## config.mk

```make
export PLATFORM = sky130hd
export DESIGN_NAME = regfile_sequencer_flat
export DESIGN_NICKNAME = d
export VERILOG_FILES = /design/src/rtl/regfile_sequencer_pkg.sv /design/src/rtl/regfile_sequencer_if.sv /design/src/rtl/regfile_sequencer_alu.sv /design/src/rtl/regfile_sequencer.sv /design/src/flat_wrapper.sv
export SDC_FILE = /design/constraint.sdc
export NUM_CORES = 1
export LEC_CHECK = 0
export CAP_MARGIN = 0
export CORE_UTILIZATION = 30
export DETAILED_ROUTE_END_ITERATION = 6
export SLEW_MARGIN = 20
export SYNTH_ARGS = -nofsm -noshare
export SYNTH_HDL_FRONTEND = slang
export SYNTH_SLANG_ARGS = --single-unit
```

## constraint.sdc

```tcl
create_clock -name clk -period 4.77 [get_ports clk]
set_input_delay 1.431 -clock clk [delete_from_list [all_inputs] [get_ports clk]]
set_output_delay 1.431 -clock clk [all_outputs]
set_load 0.02 [all_outputs]
```

## src/rtl/regfile_sequencer_pkg.sv

```systemverilog
`default_nettype none
// ============================================================================
// Module   : regfile_pkg
// Brief    : Shared widths, opcode and state encodings for the sequencer.
// Revision : 1.0 - initial release
// ============================================================================
package regfile_pkg;

    localparam int REG_ADDR_W = 3;

    typedef enum logic [2:0] {
        OP_ADD = 3'b000,
        OP_SUB = 3'b001,
        OP_AND = 3'b010,
        OP_OR  = 3'b011,
        OP_XOR = 3'b100,
        OP_SLT = 3'b101,
        OP_LI  = 3'b110,
        OP_MOV = 3'b111
    } op_t;

    typedef enum logic [2:0] {
        ST_CLEAR = 3'd0,
        ST_IDLE  = 3'd1,
        ST_READ  = 3'd2,
        ST_EXEC  = 3'd3,
        ST_WRITE = 3'd4
    } state_t;

endpackage
`default_nettype wire

```

## src/rtl/regfile_sequencer_if.sv

```systemverilog
`default_nettype none
// ============================================================================
// Module   : regfile_sequencer_if
// Brief    : Command handshake plus register-file port bundle.
// Revision : 1.0 - initial release
// ============================================================================
interface regfile_sequencer_if
    import regfile_pkg::*;
#(
    parameter int N = 8
) ();

    logic                  cmd_valid;
    logic                  cmd_ready;
    logic [2:0]            cmd_op;
    logic [REG_ADDR_W-1:0] cmd_rd;
    logic [REG_ADDR_W-1:0] cmd_rs;
    logic [REG_ADDR_W-1:0] cmd_rt;
    logic [N-1:0]          cmd_imm;
    logic                  clr;
    logic [REG_ADDR_W-1:0] ra1;
    logic [REG_ADDR_W-1:0] ra2;
    logic [N-1:0]          rd1;
    logic [N-1:0]          rd2;
    logic [REG_ADDR_W-1:0] wa3;
    logic [N-1:0]          wd3;
    logic                  we3;
    logic                  done;
    logic                  busy;

    modport master (
        output cmd_valid, cmd_op, cmd_rd, cmd_rs, cmd_rt, cmd_imm, clr, rd1, rd2,
        input  cmd_ready, ra1, ra2, wa3, wd3, we3, done, busy
    );

    modport slave (
        input  cmd_valid, cmd_op, cmd_rd, cmd_rs, cmd_rt, cmd_imm, clr, rd1, rd2,
        output cmd_ready, ra1, ra2, wa3, wd3, we3, done, busy
    );

endinterface
`default_nettype wire

```

## src/rtl/regfile_sequencer_alu.sv

```systemverilog
`default_nettype none
// ============================================================================
// Module   : regfile_alu
// Brief    : Combinational N-bit ALU; arithmetic wraps modulo 2^N.
// Revision : 1.0 - initial release
// ============================================================================
module regfile_alu
    import regfile_pkg::*;
#(
    parameter int N = 8
) (
    input  logic [N-1:0] a,
    input  logic [N-1:0] b,
    input  logic [N-1:0] imm,
    input  op_t          op,
    output logic [N-1:0] y
);

    always_comb begin
        y = '0;
        case (op)
            OP_ADD:  y = a + b;
            OP_SUB:  y = a - b;
            OP_AND:  y = a & b;
            OP_OR:   y = a | b;
            OP_XOR:  y = a ^ b;
            OP_SLT:  y = {{(N-1){1'b0}}, (a < b)};
            OP_LI:   y = imm;
            OP_MOV:  y = a;
            default: y = '0;
        endcase
    end

endmodule
`default_nettype wire

```

## src/rtl/regfile_sequencer.sv

```systemverilog
`default_nettype none
// ============================================================================
// Module   : regfile_sequencer
// Brief    : Multi-cycle READ/EXEC/WRITE sequencer driving a 3-port regfile.
// Revision : 1.0 - initial release
// ============================================================================
module regfile_sequencer
    import regfile_pkg::*;
#(
    parameter int N = 8
) (
    input  logic               clk,
    input  logic               rst,
    regfile_sequencer_if.slave bus
);

    localparam logic [REG_ADDR_W-1:0] c_CNT_FIRST = REG_ADDR_W'(1);
    localparam logic [REG_ADDR_W-1:0] c_CNT_LAST  = '1;

    state_t                r_state;
    state_t                w_state_nxt;
    op_t                   r_op;
    logic [REG_ADDR_W-1:0] r_rd;
    logic [REG_ADDR_W-1:0] r_rs;
    logic [REG_ADDR_W-1:0] r_rt;
    logic [REG_ADDR_W-1:0] r_cnt;
    logic [N-1:0]          r_imm;
    logic [N-1:0]          r_opa;
    logic [N-1:0]          r_opb;
    logic [N-1:0]          r_result;
    logic [N-1:0]          w_alu_y;
    logic                  w_accept;

    assign w_accept = !rst && (r_state == ST_IDLE) && bus.cmd_valid;

    regfile_alu #(.N(N)) u_alu (
        .a   (r_opa),
        .b   (r_opb),
        .imm (r_imm),
        .op  (r_op),
        .y   (w_alu_y)
    );

    always_ff @(posedge clk) begin
        if (rst) begin
            r_state <= ST_CLEAR;
        end else begin
            r_state <= w_state_nxt;
        end
    end

    // A pending command takes priority over a clear request in IDLE.
    always_comb begin
        w_state_nxt = r_state;
        case (r_state)
            ST_CLEAR: if (r_cnt == c_CNT_LAST) w_state_nxt = ST_IDLE;
            ST_IDLE: begin
                if (bus.cmd_valid) begin
                    w_state_nxt = ST_READ;
                end else if (bus.clr) begin
                    w_state_nxt = ST_CLEAR;
                end
            end
            ST_READ:  w_state_nxt = ST_EXEC;
            ST_EXEC:  w_state_nxt = ST_WRITE;
            ST_WRITE: w_state_nxt = ST_IDLE;
            default:  w_state_nxt = ST_CLEAR;
        endcase
    end

    always_ff @(posedge clk) begin
        if (rst) begin
            r_cnt    <= c_CNT_FIRST;
            r_op     <= OP_ADD;
            r_rd     <= '0;
            r_rs     <= '0;
            r_rt     <= '0;
            r_imm    <= '0;
            r_opa    <= '0;
            r_opb    <= '0;
            r_result <= '0;
        end else begin
            // Counter parks at 1 outside CLEAR so every clear walk starts at r1.
            if (r_state == ST_CLEAR) begin
                r_cnt <= r_cnt + c_CNT_FIRST;
            end else begin
                r_cnt <= c_CNT_FIRST;
            end
            if (w_accept) begin
                r_op  <= op_t'(bus.cmd_op);
                r_rd  <= bus.cmd_rd;
                r_rs  <= bus.cmd_rs;
                r_rt  <= bus.cmd_rt;
                r_imm <= bus.cmd_imm;
            end
            if (r_state == ST_READ) begin
                r_opa <= bus.rd1;
                r_opb <= bus.rd2;
            end
            if (r_state == ST_EXEC) begin
                r_result <= w_alu_y;
            end
        end
    end

    // While rst is high every port is forced quiet so an aborted command never writes back.
    always_comb begin
        bus.cmd_ready = 1'b0;
        bus.ra1       = '0;
        bus.ra2       = '0;
        bus.wa3       = '0;
        bus.wd3       = '0;
        bus.we3       = 1'b0;
        bus.done      = 1'b0;
        bus.busy      = (r_state != ST_IDLE);
        if (rst) begin
            bus.busy = 1'b1;
        end else begin
            case (r_state)
                ST_IDLE: bus.cmd_ready = 1'b1;
                ST_READ: begin
                    bus.ra1 = r_rs;
                    bus.ra2 = r_rt;
                end
                ST_WRITE: begin
                    bus.wa3  = r_rd;
                    bus.wd3  = r_result;
                    bus.we3  = (r_rd != '0);
                    bus.done = 1'b1;
                end
                ST_CLEAR: begin
                    bus.wa3 = r_cnt;
                    bus.we3 = 1'b1;
                end
                default: ;
            endcase
        end
    end

endmodule
`default_nettype wire

```

## src/flat_wrapper.sv

```systemverilog
// flat-port wrapper written by rule: the top's interface ports become plain ports
module regfile_sequencer_flat import regfile_pkg::*;
#(
    parameter int N = 8
)
  (clk, rst, bus_cmd_valid, bus_cmd_op, bus_cmd_rd, bus_cmd_rs, bus_cmd_rt, bus_cmd_imm, bus_clr, bus_rd1, bus_rd2, bus_cmd_ready, bus_ra1, bus_ra2, bus_wa3, bus_wd3, bus_we3, bus_done, bus_busy);
  regfile_sequencer_if #(.N(N)) bus_i ();
  input  logic clk;
  input  logic rst;
  input wire logic [$bits(bus_i.cmd_valid)-1:0] bus_cmd_valid;
  input wire logic [$bits(bus_i.cmd_op)-1:0] bus_cmd_op;
  input wire logic [$bits(bus_i.cmd_rd)-1:0] bus_cmd_rd;
  input wire logic [$bits(bus_i.cmd_rs)-1:0] bus_cmd_rs;
  input wire logic [$bits(bus_i.cmd_rt)-1:0] bus_cmd_rt;
  input wire logic [$bits(bus_i.cmd_imm)-1:0] bus_cmd_imm;
  input wire logic [$bits(bus_i.clr)-1:0] bus_clr;
  input wire logic [$bits(bus_i.rd1)-1:0] bus_rd1;
  input wire logic [$bits(bus_i.rd2)-1:0] bus_rd2;
  output wire logic [$bits(bus_i.cmd_ready)-1:0] bus_cmd_ready;
  output wire logic [$bits(bus_i.ra1)-1:0] bus_ra1;
  output wire logic [$bits(bus_i.ra2)-1:0] bus_ra2;
  output wire logic [$bits(bus_i.wa3)-1:0] bus_wa3;
  output wire logic [$bits(bus_i.wd3)-1:0] bus_wd3;
  output wire logic [$bits(bus_i.we3)-1:0] bus_we3;
  output wire logic [$bits(bus_i.done)-1:0] bus_done;
  output wire logic [$bits(bus_i.busy)-1:0] bus_busy;
  assign bus_i.cmd_valid = bus_cmd_valid;
  assign bus_i.cmd_op = bus_cmd_op;
  assign bus_i.cmd_rd = bus_cmd_rd;
  assign bus_i.cmd_rs = bus_cmd_rs;
  assign bus_i.cmd_rt = bus_cmd_rt;
  assign bus_i.cmd_imm = bus_cmd_imm;
  assign bus_i.clr = bus_clr;
  assign bus_i.rd1 = bus_rd1;
  assign bus_i.rd2 = bus_rd2;
  assign bus_cmd_ready = bus_i.cmd_ready;
  assign bus_ra1 = bus_i.ra1;
  assign bus_ra2 = bus_i.ra2;
  assign bus_wa3 = bus_i.wa3;
  assign bus_wd3 = bus_i.wd3;
  assign bus_we3 = bus_i.we3;
  assign bus_done = bus_i.done;
  assign bus_busy = bus_i.busy;
  regfile_sequencer #(.N(N)) u_core (.clk(clk), .rst(rst), .bus(bus_i));
endmodule
```

---- After elaboration in Yosys (flattened, before gate mapping) ----
Index checks and enable logic that the tools add are counted.
word-level totals
  register bits ........................... 50
cells by class
  reductions and logical operators ........ 8
  bitwise logic cells ..................... 4
  magnitude comparators ................... 1
  equal/unequal tests ..................... 15
  mux-type cells .......................... 20
  add/subtract/negate cells ............... 3
operators by type and width
  kind                                                                     number
  8-bit one-hot mux with 8 select lines                                    1
  3-bit 2-to-1 mux                                                         8
  3-bit equality test, second input constant                               6
  8-bit 2-to-1 mux                                                         2
  3-bit one-hot mux with 5 select lines                                    1
  3-bit by 2-bit equality test with 1-bit output, second input constant    4
  8-bit adder                                                              1
  8-bit bitwise AND                                                        1
  8-bit < comparator                                                       1
  8-bit OR                                                                 1
  8-bit subtractor                                                         1
  8-bit bitwise XOR                                                        1
  3-bit by 1-bit equality test with 1-bit output, second input constant    2
  3-bit logical NOT                                                        2
  1-bit 2-to-1 mux                                                         6
  3-bit one-hot mux with 2 select lines                                    1
  3-bit by 1-bit adder with 3-bit output, second input constant            1
  3-bit by 1-bit inequality test with 1-bit output, second input constant  1
  3-bit inequality test, second input constant                             1
  3-bit nonzero test                                                       1
  1-bit logical AND                                                        2
  2-bit by 1-bit inequality test with 1-bit output, second input constant  1
  1-bit one-hot mux with 2 select lines                                    1
  2-bit AND reduction                                                      1
  other kinds (3)                                                          3

---- Depth between registers and ports, before layout ----
  word-level depth ........................ 3
  mapped depth ............................ 9

---- Modules after synthesis ----
A second synthesis with hierarchy kept.
unflattened totals
  cell total of the unflattened synthesis .. 415
  area total of the unflattened synthesis .. 3,326.9 µm²
by module, submodules not included
  module             seq. area each (µm²)  instances  area an instance (µm²)  cells each
  regfile_sequencer  1,001.0               1          2,015.7                 238
  regfile_alu        0.0                   1          1,311.3                 177

---- Least setup slack after synthesis ----
No wires, ideal clock.
  kind .................................... input to output
  from .................................... in rst
  to ...................................... out bus_wd3[0]
  setup slack ............................. 724 ps
  data required time ...................... 3,339 ps
  stages on the path ...................... 3
  arrival ................................. 2,615 ps
  path through ............................ or3_1 -> nor2_1 -> and2_1
between the ends
  longest elaborated chain between the ends .. 1
RTL lines
  what              line                      RTL
  start, declared   flat_wrapper.sv:9         input logic rst;
  8-bit 2-to-1 mux  regfile_sequencer.sv:116  if (rst) begin
  end, declared     flat_wrapper.sv:23        output wire logic [$bits(bus_i.wd3)-1:0] bus_wd3;
No other way between the ends.

---- Worst setup path after layout ----
  from .................................... in rst
  to ...................................... out bus_wd3[2]
Same word-level chain as after synthesis.

==> results.yml <==
place:
  port-buffer-count: 60
  pre_cts_slack_ns: 0.280
  hpwl_mm: 6.01
  gp_congestion: 0.827
timing:
  layout_min_cycle_time_ns: 4.49
  finalCritPeriodShare_pct: 94.0
  worst_slew_pin_slew_ns: 0.985
  max_freq_ghz: 0.223
  slew_viol_final: 0
  setup_total_negative_slack_ns: 0
  setup_viol: 0
  clock-skew-final_ns: 0.00628
  setup_slack_ns: 0.285
  rsz0062_at_grt: "false"
  relSlewSlack_pct: 34.3
  final-hold-violation-count: 0
route:
  detail-route-antenna-nets: 0
  drt_pass1_iterations: 4
  post-route-drc-count: 0
  routed_wl_mm: 7.96
  initialDrtViolationCount: 145
  vias_per_cell: 4.86
  routed_wire_length_per_instance_um: 13.1
  detailroute.via_count: 2945
setup_path:
  critPathMaxStageDelay_ns: 0.59
  cp_top_family: "buffers and inverters"
  timing.rr.end: "u_core.r_result[5]"
  critPathArrivalTime_ns: 3.05
  cpMaxStageDelayCell: "clkdlybuf4s50_1"
  worst-setup-path-type: "input port to output pin"
  startpoint_type: "input port"
  worst-path-buf-inv: 3
  timing.critical_path.to_type: "output pin"
  worst_r2r_path_depth: 6
  crit_required_ns: 3.34
  r2r_slack_ns: 2.17
  worst-path-max-fanout: 8
  critical_path.cell_chain: "buf_2 > or3_1 > nor2_1 > buf_4 > and2_1 > clkdlybuf4s50_1"
  r2r_path_start: "u_core.r_op[1]"
  crit_path_start: "rst"
clocking:
  cts-hold-fix-buffers: 0
  total_cts_buffers: 5
  post_cts_resize_count: 0
  cts_tree: "done"
  clk_root_buffer_cell: "clkbuf_8"
  cts_post_setup_buffers_inserted: 0
  clkSinkCount: 50
  path_clk_slew_ns: 0.10
  cts.htree.levels: 2
  clkLatencyLatePin_ns: 0.31
  ctsLongestPathBuffers: 2
cells_and_area:
  final_layout_size_suffix_gt1_share_pct: 4.86
  diodes_inserted: 0
  syn_to_final_growth_pct: 26.2
  final_nets: 540
grt:
  global_route.usage.total_pct: 14.9
  globalRouteOverflowTotal: 0
  first_global_vias: 2738
  grt_antenna_before_repair: 0
  grt_start_max_net_pins: 51
  global_route_wire_length_before_repair_mm: 13.3
floorplan:
  design.die.area_um2: 10900
  chipWidth_um: 104
  die_h_um: 104
  core_area_um2: 9950
  initial_core_util_pct: 31.5
  floorplan.rows: 36
  boundaryPins: 61
synthesis:
  synth_cell_type_count: 46
  avgSynthCellArea_um2: 7.41
  synth_ff_type: "dfxtp_1"
  synth_sequential_area_ratio_pct: 31.9
  post_synth_instance_area_um2: 3130
  synth_fp_nets: 491
  synthCells: 423
  synth.yosys.warnings: 0
  ys_ff_latch: 50
  number_of_flops_mapped_to_enable_cells_by_yosys: 0
  async_reset_ff_share_pct: 0
min_path:
  worstHoldPathType: "register to register"
  worstHoldStart: "u_core.r_cnt[0]"
  cell_depth_of_the_worst_hold_path: 1
  worst_hold_path.endpoint: "u_core.r_cnt[0]"
power:
  peakVddDrop_v: 0.000116
  power_per_cell_area_nw_per_um2: 221
  p_leak_nw: 1.35
flow_run:
  timing.max_cap.violations: 0
outcome:
  outcome: "finished, final reports clean"
## per-stage QoR
step | instances | cell area, um2 | total power [W] | hold WS (ns) | utilization, %
2_1_floorplan | 423 | 3130 | 0.000506 | 0.382 | -
3_3_place_gp | 598 | 3830 | 0.000560 | 0.402 | 38.5
3_5_place_dp | 598 | 3830 | 0.000563 | 0.413 | 38.5
4_1_cts | 606 | 3950 | 0.000885 | 0.436 | 39.7
5_1_grt | 606 | 3960 | 0.000913 | 0.458 | 39.7
6_report | 606 | 3960 | 0.000874 | 0.428 | 39.7
## final cells by class
class                   count  area (um2)
clock inverters             2        38.8
repair buffers             65         633
fillers                  1042        6000
inverters                  29         109
clock buffers               6        82.6
flip-flops and latches     50        1000
multi-input cells         321        1920
well taps                 133         166
## metal layers
layer	global-route usage (%)	share of wire (%)
met4	4.69	1.2
met1	21.0	51
met3	2.01	3.6
met2	23.4	44
met5	0	0
## cell usage after synthesis (all sizes together) (6+ instances only)
library cell	count	area, um2
nand2	92	345
xnor2	6	52.6
a21oi	56	280
dfxtp	50	1000
inv	29	109
nor3	7	35.0
and2	16	100
buf	9	50.0
nor2	32	120
mux2i	9	90.1
clkbuf	14	52.6
ha	26	325
o21ai	15	75.1
## where the power goes
group / leakage, nW / internal [W] / switching (W) / total (W)
logic: 0.886 / 0.0000606 / 0.0000549 / 0.000115
clock network: 0.0618 / 0.000173 / 0.000150 / 0.000322
registers: 0.404 / 0.000427 / 0.00000963 / 0.000436
total: 1.35 / 0.000660 / 0.000214 / 0.000874
## worst max-delay path by stage
stage,to,cells after the start
CTS,bus_wd3[2],6
global placement,bus_wd3[2],6
global route,bus_wd3[6],6
detailed placement,bus_wd3[2],6
finish,bus_wd3[2],6
floorplan,bus_wd3[0],3
## cells in the final DEF, fill, tap and decap left out, types with 2 or more instances in the layout
master | synthesis | final
xor2_1 | 2 | 2
a21oi_1 | 56 | 56
buf_4 | 0 | 5
nand2b_1 | 5 | 5
ha_1 | 26 | 26
nand2_1 | 92 | 92
o21bai_1 | 2 | 2
nor3_1 | 7 | 7
a2111oi_0 | 3 | 3
and2_1 | 16 | 16
a31oi_1 | 4 | 4
dfxtp_1 | 50 | 50
clkbuf_8 | 0 | 6
a2111oi_2 | 2 | 2
nor4_1 | 3 | 3
nor2_1 | 32 | 31
inv_1 | 27 | 27
nor2b_1 | 2 | 2
fa_1 | 2 | 2
clkdlybuf4s50_1 | 0 | 59
o211ai_1 | 2 | 2
nand3_1 | 5 | 5
a222oi_1 | 2 | 2
o221ai_1 | 2 | 2
xnor2_1 | 6 | 6
a211o_1 | 2 | 2
o21ai_0 | 15 | 15
o22ai_1 | 4 | 4
a211oi_1 | 5 | 5
inv_2 | 2 | 2
or2_2 | 2 | 2
mux2i_1 | 9 | 9
## cells by family after synthesis
logic type	after synthesis	synth area share, %
compound gates	108	21.2
simple gates	168	23.4
mux	9	2.87
fa+ha+maj	28	11.7
buf+inv	52	6.75
xor+xnor	8	2.24
flops	50	31.9
## flip-flops by register name, indices dropped and copies added, names as in the netlist
| register | cells |
|---|---|
| u_core.r_imm | 8 |
| u_core.r_op | 3 |
| u_core.r_result | 8 |
| u_core.r_opb | 8 |
| u_core.r_state | 3 |
| u_core.r_rd | 3 |
| u_core.r_rs | 3 |
| u_core.r_opa | 8 |
| u_core.r_cnt | 3 |
| u_core.r_rt | 3 |
Note: power is estimated with default switching activity, not from simulation.
